<file path="src/rtl/eq_pkg.sv">
// Shared constants and types for the EQ configuration controller.
package eq_pkg;

    localparam int         NBANDS_MAX   = 16;
    localparam logic [7:0] GAIN_DEFAULT = 8'h80;

    typedef enum logic [3:0] {
        OP_WRITE   = 4'h1,
        OP_COMMIT,
        OP_DEFAULT,
        OP_CLR_ERR
    } eq_op_e;

    typedef enum logic [1:0] {
        ERR_NONE,
        ERR_OPCODE,
        ERR_BAND,
        ERR_OVERRUN
    } eq_err_e;

    typedef enum logic [1:0] {
        S_IDLE,
        S_WAIT_TICK,
        S_RAMP
    } eq_state_e;

endpackage

</file>
<file path="src/rtl/eq_gain_ramp.sv">
// One band of active gain that walks 1 LSB per step toward its target,
// never overshooting. Used only in the EQ_RAMP_EN build.
module eq_gain_ramp #(
    parameter int                GAIN_W       = 8,
    parameter logic [GAIN_W-1:0] GAIN_DEFAULT = GAIN_W'(eq_pkg::GAIN_DEFAULT)
) (
    input  logic              clk,
    input  logic              reset,
    input  logic              step,
    input  logic [GAIN_W-1:0] target,
    output logic [GAIN_W-1:0] value,
    output logic              at_target
);

    assign at_target = (value == target);

    always_ff @(posedge clk) begin
        if (reset) begin
            value <= GAIN_DEFAULT;
        end else if (step && !at_target) begin
            if (value < target)
                value <= value + GAIN_W'(1);
            else
                value <= value - GAIN_W'(1);
        end
    end

endmodule

</file>
<file path="src/rtl/eq_cfg_ctrl.sv">
// EQ configuration controller: decodes command words into a shadow gain bank and
// commits it to the active bank on a sample tick. Optional macro EQ_RAMP_EN ramps gains.
module eq_cfg_ctrl #(
    parameter int                NBANDS       = 8,
    parameter int                GAIN_W       = 8,
    parameter logic [GAIN_W-1:0] GAIN_DEFAULT = GAIN_W'(eq_pkg::GAIN_DEFAULT)
) (
    input  logic                     clk,
    input  logic                     reset,
    input  logic                     word_valid,
    input  logic [31:0]              word_data,
    input  logic                     sample_tick,
    output logic [NBANDS*GAIN_W-1:0] band_gain,
    output logic                     cfg_busy,
    output logic [1:0]               err_code,
    output logic [7:0]               upd_cnt
);
    import eq_pkg::*;

    eq_state_e         state_q, state_d;
    eq_err_e           err_q, err_d;
    logic [GAIN_W-1:0] shadow_q [NBANDS];
    logic [GAIN_W-1:0] active   [NBANDS];

    logic [3:0]        op;
    logic [3:0]        band;
    logic [GAIN_W-1:0] gain;
    logic              band_ok;
    logic              wr_en;
    logic              def_en;
    logic              done;
    logic              unused_word;

`ifdef EQ_RAMP_EN
    logic              ramp_step;
    logic [NBANDS-1:0] at_vec;
    logic              all_at;
`endif

    assign op          = word_data[31:28];
    assign band        = word_data[27:24];
    assign gain        = word_data[GAIN_W-1:0];
    assign unused_word = ^word_data[23:GAIN_W];
    assign band_ok     = ({1'b0, band} < 5'(NBANDS));

    assign cfg_busy = (state_q != S_IDLE);
    assign err_code = err_q;

    always_comb begin
        state_d = state_q;
        err_d   = err_q;
        wr_en   = 1'b0;
        def_en  = 1'b0;
        done    = 1'b0;
        case (state_q)
            S_IDLE: begin
                if (word_valid) begin
                    case (op)
                        OP_WRITE: begin
                            if (band_ok) wr_en = 1'b1;
                            else         err_d = ERR_BAND;
                        end
                        OP_COMMIT:  state_d = S_WAIT_TICK;
                        OP_DEFAULT: def_en  = 1'b1;
                        OP_CLR_ERR: err_d   = ERR_NONE;
                        default:    err_d   = ERR_OPCODE;
                    endcase
                end
            end
            S_WAIT_TICK: begin
                // A word landing with the tick is still an overrun; the tick wins.
                if (word_valid) err_d = ERR_OVERRUN;
                if (sample_tick) begin
`ifdef EQ_RAMP_EN
                    state_d = S_RAMP;
`else
                    done    = 1'b1;
                    state_d = S_IDLE;
`endif
                end
            end
`ifdef EQ_RAMP_EN
            S_RAMP: begin
                if (word_valid) err_d = ERR_OVERRUN;
                if (all_at) begin
                    done    = 1'b1;
                    state_d = S_IDLE;
                end
            end
`endif
            default: state_d = S_IDLE;
        endcase
    end

    always_ff @(posedge clk) begin
        if (reset) begin
            state_q <= S_IDLE;
            err_q   <= ERR_NONE;
            upd_cnt <= 8'd0;
        end else begin
            state_q <= state_d;
            err_q   <= err_d;
            if (done) upd_cnt <= upd_cnt + 8'd1;
        end
    end

    always_ff @(posedge clk) begin
        for (int i = 0; i < NBANDS; i++) begin
            if (reset || def_en)
                shadow_q[i] <= GAIN_DEFAULT;
            else if (wr_en && band == 4'(i))
                shadow_q[i] <= gain;
        end
    end

`ifdef EQ_RAMP_EN
    assign ramp_step = (state_q == S_RAMP) && sample_tick;
    assign all_at    = &at_vec;
`else
    always_ff @(posedge clk) begin
        for (int i = 0; i < NBANDS; i++) begin
            if (reset)
                active[i] <= GAIN_DEFAULT;
            else if (done)
                active[i] <= shadow_q[i];
        end
    end
`endif

    for (genvar i = 0; i < NBANDS; i++) begin : g_band
`ifdef EQ_RAMP_EN
        eq_gain_ramp #(
            .GAIN_W       (GAIN_W),
            .GAIN_DEFAULT (GAIN_DEFAULT)
        ) u_ramp (
            .clk       (clk),
            .reset     (reset),
            .step      (ramp_step),
            .target    (shadow_q[i]),
            .value     (active[i]),
            .at_target (at_vec[i])
        );
`endif
        assign band_gain[i*GAIN_W +: GAIN_W] = active[i];
    end

endmodule

</file>
<file path="config.mk">
export PLATFORM = sky130hd
export DESIGN_NAME = eq_cfg_ctrl
export DESIGN_NICKNAME = d
export VERILOG_FILES = /design/src/rtl/eq_pkg.sv /design/src/rtl/eq_gain_ramp.sv /design/src/rtl/eq_cfg_ctrl.sv
export SDC_FILE = /design/constraint.sdc
export NUM_CORES = 1
export LEC_CHECK = 0
export ABC_AREA = 1
export CAP_MARGIN = 20
export CORE_MARGIN = 2
export CORE_UTILIZATION = 40
export CTS_BUF_LIST = sky130_fd_sc_hd__clkbuf_4 sky130_fd_sc_hd__clkbuf_8 sky130_fd_sc_hd__clkbuf_16
export CTS_CLUSTER_SIZE = 10
export DETAILED_ROUTE_END_ITERATION = 6
export PLACE_DENSITY = 0.64
export SLEW_MARGIN = 40
export SYNTH_ARGS = -nofsm -noshare
export SYNTH_HDL_FRONTEND = slang
export SYNTH_SLANG_ARGS = --single-unit
</file>
<file path="constraint.sdc">
create_clock -name clk -period 3.4 [get_ports clk]
set_input_delay 0.85 -clock clk [delete_from_list [all_inputs] [get_ports clk]]
set_output_delay 0.85 -clock clk [all_outputs]
set_load 0.01 [all_outputs]
</file>
[After elaboration in Yosys (flattened, before gate mapping)]
Memory sizes are Yosys's and may differ from the RTL's.
Cells that the tools add are included.
Operators by class
  muxes and demuxes: 65
  bitwise gates (word level): 16
  add/sub/neg operators: 1
  order comparisons: 1
  reductions and logical operators: 16
  equal/unequal tests: 18
Operators by type and width (count)
  2-to-1 mux 8 bit: 16
  2-to-1 mux 1 bit: 40
  == test 4 x 3 -> 1 bit (second input constant): 5
  == test 4 x 2 -> 1 bit (second input constant): 4
  OR 1 bit: 16
  2-to-1 mux 2 bit: 6
  adder 8 x 1 -> 8 bit (second input constant): 1
  == test 4 x 1 -> 1 bit (second input constant): 2
  logical AND 1 bit: 8
  inequality test 2 bit (second input constant): 4
  case mux 2 bit (2 select lines): 2
  case mux 2 bit (3 select lines): 1
  AND reduction 5 bit: 1
  logical NOT 4 bit: 1
  less-than comparator 4 bit (second input constant): 1
  nonzero test 2 bit: 2
  inequality test 3 bit (second input constant): 1
  AND reduction 3 bit: 1
  == test 2 x 1 -> 1 bit (second input constant): 1
  logical NOT 2 bit: 1
  inequality test 2 x 1 -> 1 bit (second input constant): 1
  OR reduction 2 bit: 1
  logical OR 1 bit: 1
Storage, ports and cells
  bits in registers: 12
  memories kept: 2
  word-level logic and storage cells: 122
  RAM bits: 128
  output and inout bits: 75
  input bits: 36
Memories
  active: words 8, bits a word 8, read ports 8, clocked after Yosys merged registers in 0, wr ports 8, RTL line eq_cfg_ctrl.sv:23  | logic [GAIN_W-1:0] active [NBANDS];
  shadow_q: words 8, bits a word 8, read ports 8, clocked after Yosys merged registers in 0, wr ports 8, RTL line eq_cfg_ctrl.sv:22  | logic [GAIN_W-1:0] shadow_q [NBANDS];

[Depth between registers and ports, before layout]
Gate-level depths: netlist of run 1.
  depth after elaboration: 10
  depth in mapped cells: 8
  depth with buffers taken out: 8

[Worst setup path before layout of run 1]
OpenSTA, ideal clock, no wires.
  path type: in2reg
  from: in reset
  to: mem active[0][0], enable pin
  path buffers: 0
  arrival time: 2.416 ns
  data required time: 2.976 ns
  path slack: 0.560 ns
  stages: 2
  setup time: 0.424 ns
  path through: clkinv_1 > nand2_1
RTL lines
  from (decl): RTL line eq_cfg_ctrl.sv:9  | input logic reset,
  to (decl): RTL line eq_cfg_ctrl.sv:23

==> impl_results.md, run 1 <==
* Routed wire length at 10.5 mm
* Skew-Pair Late Insertion Delay at 0.41 ns
* Root Driver: clkbuf_16
* CTS tree: yes
* DRC Markers at 0
* Initial Utilization at 41.2%
* Relative slew slack at 62.1%
* Die Area at 14700 sq um
* Top Ports at 111
* PD cells at 555 nW/um^2
* Post_cts resized at 0
* TritonCTS Buffers at 17
* Commonest non-fill, non-tap cell in the layout: edfxtp_1
* PortBufs at 94
* Area Growth Syn to Fin at 32.0%
* WS Path Type: in2reg
* Clk_skew at 0.00889 ns
* First-pass GRT wire length at 17.0 mm
* GR Overflow Total at 0
* Final Hold Fails at 0
* Fin crit share at 75.7%
* Sink Count at 139
* CTS Hold Bufs at 0
* Commonest cells after routing, fill and taps aside: edfxtp_1, clkdlybuf4s50_1, nor2_1
* Mapped cell area at 5490 sq um
* First DRT Iteration DRCs at 243
* Vias in the first global route at 3438
* Total GRT Usage at 15.4%
* Crit-path max FO at 40
* Worst slew pin tran at 0.568 ns
* Clock Tree Buf Depth at 2
* Yosys reg bits at 139
* Cell taking the most area after synthesis: edfxtp_1
* Setup_tns at 0 ns
* Kind of end point of the critical path: flip-flop
* Final GP Congestion at 0.787
* Clock-pin slew on the worst setup and hold paths at 0.06 ns
* VDD IR max at 0.365 mV
* Finished Core Util at 54.3%
* CP Data Required Time at 3.54 ns
* Placed Cells at 724
* Post-layout nets at 604
* Hold Crit Class: reg2reg
* Unique masters post-synth at 23
* Post-Synthesis Cells at 463
* Fmax at 389 MHz
* Run status: complete, no violations
* Die span in y at 121 um
* H-tree levels at 4
* RSZ-0062 raised after global routing: no
* Syn avg cell area at 11.9 sq um
* Die width at 121 um
* Slew Viols, Final at 0
* Setup bufs post-CTS at 0
* Core area at 13300 sq um
* Dpl hpwl at 6.96 mm
* Final Non-Filler Cells at 756
* Post-DRT Antenna Nets at 0
* Share of cells above drive strength 1 at 10.5%
* N_diodes at 0
* Final number of setup-violating endpoints at 0
* Max-Cap Viols at 0
* Initial antenna violation count at 0
* Worst path arrival time at 2.71 ns
* Area fraction of the dominant cell type after synthesis at 70.0%
* Leakage at 2.70 nW
* Tmin final at 2.57 ns
* YS warnings at 0
* Num rows at 42
* Drt wl/cell at 13.9 um
* Net count after synthesis at 500
* Via count at 3488
* Drt via density at 4.61
* Startpoint types: primary input
* Synth top area cells: edfxtp_1, nor2_1, inv_1
* DRT Pass-1 Iters at 4
* Sequential fraction of the synthesis area at 74.0%
* Largest net degree at the start of global routing at 60
[synthesized netlist by cell type]
cell,instances
nor3_1,51
nand3_1,9
clkbuf_1,5
clkinv_1,1
ha_1,1
inv_2,3
buf_4,3
nor3_2,1
edfxtp_1,128
or2_2,10
buf_2,4
inv_1,84
nor2_1,88
nand4_1,1
a31oi_1,1
nand2_1,43
a21oi_1,3
nor2_4,1
nor3b_1,1
nor2_2,3
nand3_2,8
o21ai_0,3
dfxtp_1,11
[registers in the layout, indices dropped and copies added, names as in the netlist]
| signal | flops |
|---|---|
| active | 64 |
| err_code | 2 |
| shadow_q | 64 |
| state_q | 1 |
| upd_cnt | 8 |
[report_power, final]
part	internal, mW	switching, mW
Clock	1.23	0.657
Combinational	0.0812	0.120
Sequential	1.92	0.0154
Total	3.23	0.792
[cell families (layout without fill, tap and decap cells)]
group                      Yosys count  in the layout  synth area share (%)
and+or+nand+nor                    216            216                  18.0
DFF                                139            139                  74.0
buffers and inverters              100            217                  7.13
AOI/OAI and AO/OA                    7              7                 0.661
adders and majority gates            1              1                 0.228
[final timing paths]
kind / startpoint / to / slack (ns) / cells past startpoint
max: reset / shadow_q[0][18] / 0.83 / 5
min: upd_cnt[6] / upd_cnt[6] / 0.47 / 2
max reg2reg: state_q[0] / shadow_q[0][26] / 1.55 / 5
min reg2reg: upd_cnt[6] / upd_cnt[6] / 0.47 / 2
[worst max-delay path, cell delays in order]
cell             delay [ns]
clkdlybuf4s50_1        0.57
clkinv_1               0.31
nand2_2                0.40
buf_4                  0.45
nor3_1                 0.12
[through the flow]
step | instance area, sq um | hold WS [ns] | setup WS, ns | power, mW
finish | 7250 | 0.469 | 0.827 | 4.02
floorplan | 5490 | 0.476 | 0.560 | 2.06
global route | 7250 | 0.518 | 0.677 | 4.14
detailed placement | 6640 | 0.457 | 0.425 | 2.17
global placement | 6630 | 0.448 | 0.453 | 2.16
CTS | 7250 | 0.472 | 0.855 | 4.06
[routing by layer]
| metal | up-vias | GRT usage, % | share of wire, % |
|---|---|---|---|
| li1 | 1729 | - | - |
| met1 | 1639 | 19.4 | 44 |
| met2 | 108 | 24.6 | 47 |
| met3 | 12 | 5.40 | 7.3 |
| met4 | 0 | 5.53 | 1.4 |
| met5 | - | 0 | 0 |
[area by class of cell]
class                           instances  area (sq um)
Clock buffer                           19           440
Clock inverter                         13           175
Fill cell                            1152          6100
Inverter                               88           333
Multi-Input combinational cell        224          1040
Sequential cell                       139          4060
Tap cell                              176           220
Timing Repair Buffer                   97           976
No activity file was read; power rests on OpenSTA's default activity.
==> inputs of run 2 (changes only) <==
PLACE_DENSITY = 0.66   (was 0.64)
clock period = 2.24 ns   (was 3.4 ns; I/O delays follow)
==> run 2 against run 1 <==
Largest power group unchanged. Final area up 3.7%. Critical path type is now reg2out. Setup slack worse by 0.54 ns. Die area unchanged. Routed wire length up 1.6%. Clock skew up 0.0026 ns. Critical endpoint is now cfg_busy.
==> impl_results.md, run 2 (synthesis gave the netlist of run 1 again) <==
* Clock-pin slew on the worst setup and hold paths at 0.06 ns (about the same)
* Root Driver: clkbuf_16 (unchanged)
* Slowest-stage cell, CP: clkdlybuf4s50_1 (unchanged)
* Post-DRT Antenna Nets at 0 (unchanged)
* TritonCTS Buffers at 17 (unchanged)
* Vias in the first global route at 3628 (was 3438)
* Share of cells above drive strength 1 at 15.7% (was 10.5%)
* Worst r2r src: state_q[0] (unchanged)
* Relative slew slack at 68.9% (was 62.1%)
* Clock Tree Buf Depth at 2 (unchanged)
* N_diodes at 0 (unchanged)
* Final number of setup-violating endpoints at 0 (unchanged)
* Commonest non-fill, non-tap cell in the layout: edfxtp_1 (unchanged)
* Worst path arrival time at 1.39 ns (was 2.71 ns)
* Worst setup startpoint: state_q[0] (was reset)
* Final Hold Fails at 0 (unchanged)
* GR Overflow Total at 0 (unchanged)
* Largest stage delay, worst path at 0.59 ns (was 0.57 ns)
* First-pass GRT wire length at 17.5 mm (was 17.0 mm)
* Drt via density at 4.55 (was 4.61)
* Final GP Congestion at 0.760 (was 0.787)
* Busiest grt layer: met2 (unchanged)
* Top Ports at 111 (unchanged)
* CTS tree: yes (unchanged)
* Largest net degree at the start of global routing at 42 (was 60)
* Num rows at 42 (unchanged)
* Fin crit share at 87.1%
* CTS Hold Bufs at 0 (unchanged)
* Hold Crit Class: reg2reg (unchanged)
* Kind of end point of the critical path: output port (was flip-flop)
* Die span in y at 121 um (unchanged)
* GR Util met1 at 19.7% (was 19.4%)
* Skew-Pair Late Insertion Delay at 0.41 ns (about the same)
* Max-Cap Viols at 0 (unchanged)
* Initial antenna violation count at 0 (unchanged)
* WS Path Type: reg2out (was in2reg)
* Buf+Inv Stages, Crit Path at 1 (was 3)
* Tmin final at 1.95 ns
* Commonest cells after routing, fill and taps aside: edfxtp_1, clkdlybuf4s50_1, nor2_1 (unchanged)
* Setup bufs post-CTS at 0 (unchanged)
* Dpl hpwl at 7.31 mm (was 6.96 mm)
* Post-layout nets at 637 (was 604)
* Total GRT Usage at 15.6% (was 15.4%)
* Power Total at 5.91 mW (was 4.02 mW)
* CP Data Required Time at 1.68 ns (was 3.54 ns)
* Die Area at 14700 sq um (unchanged)
* Sink Count at 139 (unchanged)
* Slew Viols, Final at 0 (unchanged)
* Met2 Usage GRT at 25.3% (was 24.6%)
* FILL cells at 1155 (was 1152)
* Fmax at 513 MHz
* First DRT Iteration DRCs at 206 (was 243)
* Routed wire length at 10.7 mm (was 10.5 mm)
* RSZ-0062 raised after global routing: no (unchanged)
* Clk_skew at 0.0115 ns (was 0.00889 ns)
* Core area at 13300 sq um (unchanged)
* Worst slew pin tran at 0.466 ns (was 0.568 ns)
* Area Growth Syn to Fin at 36.9% (was 32.0%)
* Run status: complete, no violations (unchanged)
* Met3 capacity usage during global routing at 5.55% (was 5.40%)
* Startpoint types: flip-flop (was primary input)
* Die width at 121 um (unchanged)
* Initial Utilization at 41.2% (unchanged)
* DRC Markers at 0 (unchanged)
* VDD IR max at 0.606 mV (was 0.365 mV)
* Drt wl/cell at 13.5 um (was 13.9 um)
* PortBufs at 94 (unchanged)
* Crit-path max FO at 5 (was 40)
* Leakage at 2.87 nW (was 2.70 nW)
* PD cells at 786 nW/um^2 (was 555 nW/um^2)
* Biggest regs: active x64, shadow_q x64, upd_cnt x8 (unchanged)
* Worst path cell trace: clkdlybuf4s50_1 (was clkdlybuf4s50_1 -> clkinv_1 -> nand2_2 -> buf_4 -> nor3_1)
* Hold_sp: upd_cnt[6] (unchanged)
* H-tree levels at 4 (unchanged)
* Post_cts resized at 0 (unchanged)
* DRT Pass-1 Iters at 4 (unchanged)
* Setup_tns at 0 ns (unchanged)
* CP delay by family, top: buffers and inverters (unchanged)
* Via count at 3587 (was 3488)
## run 2: changes by cell type in the layout (fill, tap and decap cells not counted), moves of 2 or more
cell	change
buf_12	+5
buf_4	+28
bufinv_16	-4
clkbuf_8	+5
clkinv_1	-2
clkinv_2	+2
clkinvlp_4	-2
## run 2: final cells by class
class / count / area, sq um / share of cell area [%]
repair buffers: 130 / 1290 / 17.1
clock inverters: 6 / 33.8 / 0.449
inverters: 88 / 330 / 4.39
clock buffers: 26 / 542 / 7.21
flip-flops and latches: 139 / 4060 / 54.1
multi-input cells: 224 / 1040 / 13.9
well taps: 176 / 220 / 2.93
## run 2: metrics by stage
step | std cells | utilization [%] | setup WS [ns] | area [sq um] | hold WS (ns)
finish | 789 | 56.3 | 0.290 | 7520 | 0.478
global route | 789 | 56.3 | 0.189 | 7520 | 0.485
CTS | 789 | 56.3 | 0.275 | 7520 | 0.478
detailed placement | 757 | 52.0 | -0.114 | 6940 | 0.467
global placement | 757 | 52.0 | -0.0601 | 6940 | 0.450
floorplan | 463 | - | 0.290 | 5500 | 0.476
## run 2: layer usage
metal	vias up	wire length, um
met1	1653	4780
met4	0	97
li1	1805	-
met2	119	4970
met3	10	842
met5	-	0
## run 2: report_power, final
group          total (mW)  internal (mW)  switching (mW)
clock network        2.63           1.66           0.974
logic               0.345          0.157           0.188
registers            2.93           2.91          0.0241
total                5.91           4.72            1.19
## run 2: path summary, 6_finish.rpt
kind / endpoint / slack, ns / depth (start not counted)
worst min register to register: upd_cnt[6] / 0.48 / 2
worst min-delay path: upd_cnt[6] / 0.48 / 2
worst max register to register: shadow_q[1][21] / 0.64 / 5
worst max-delay path: cfg_busy / 0.29 / 1
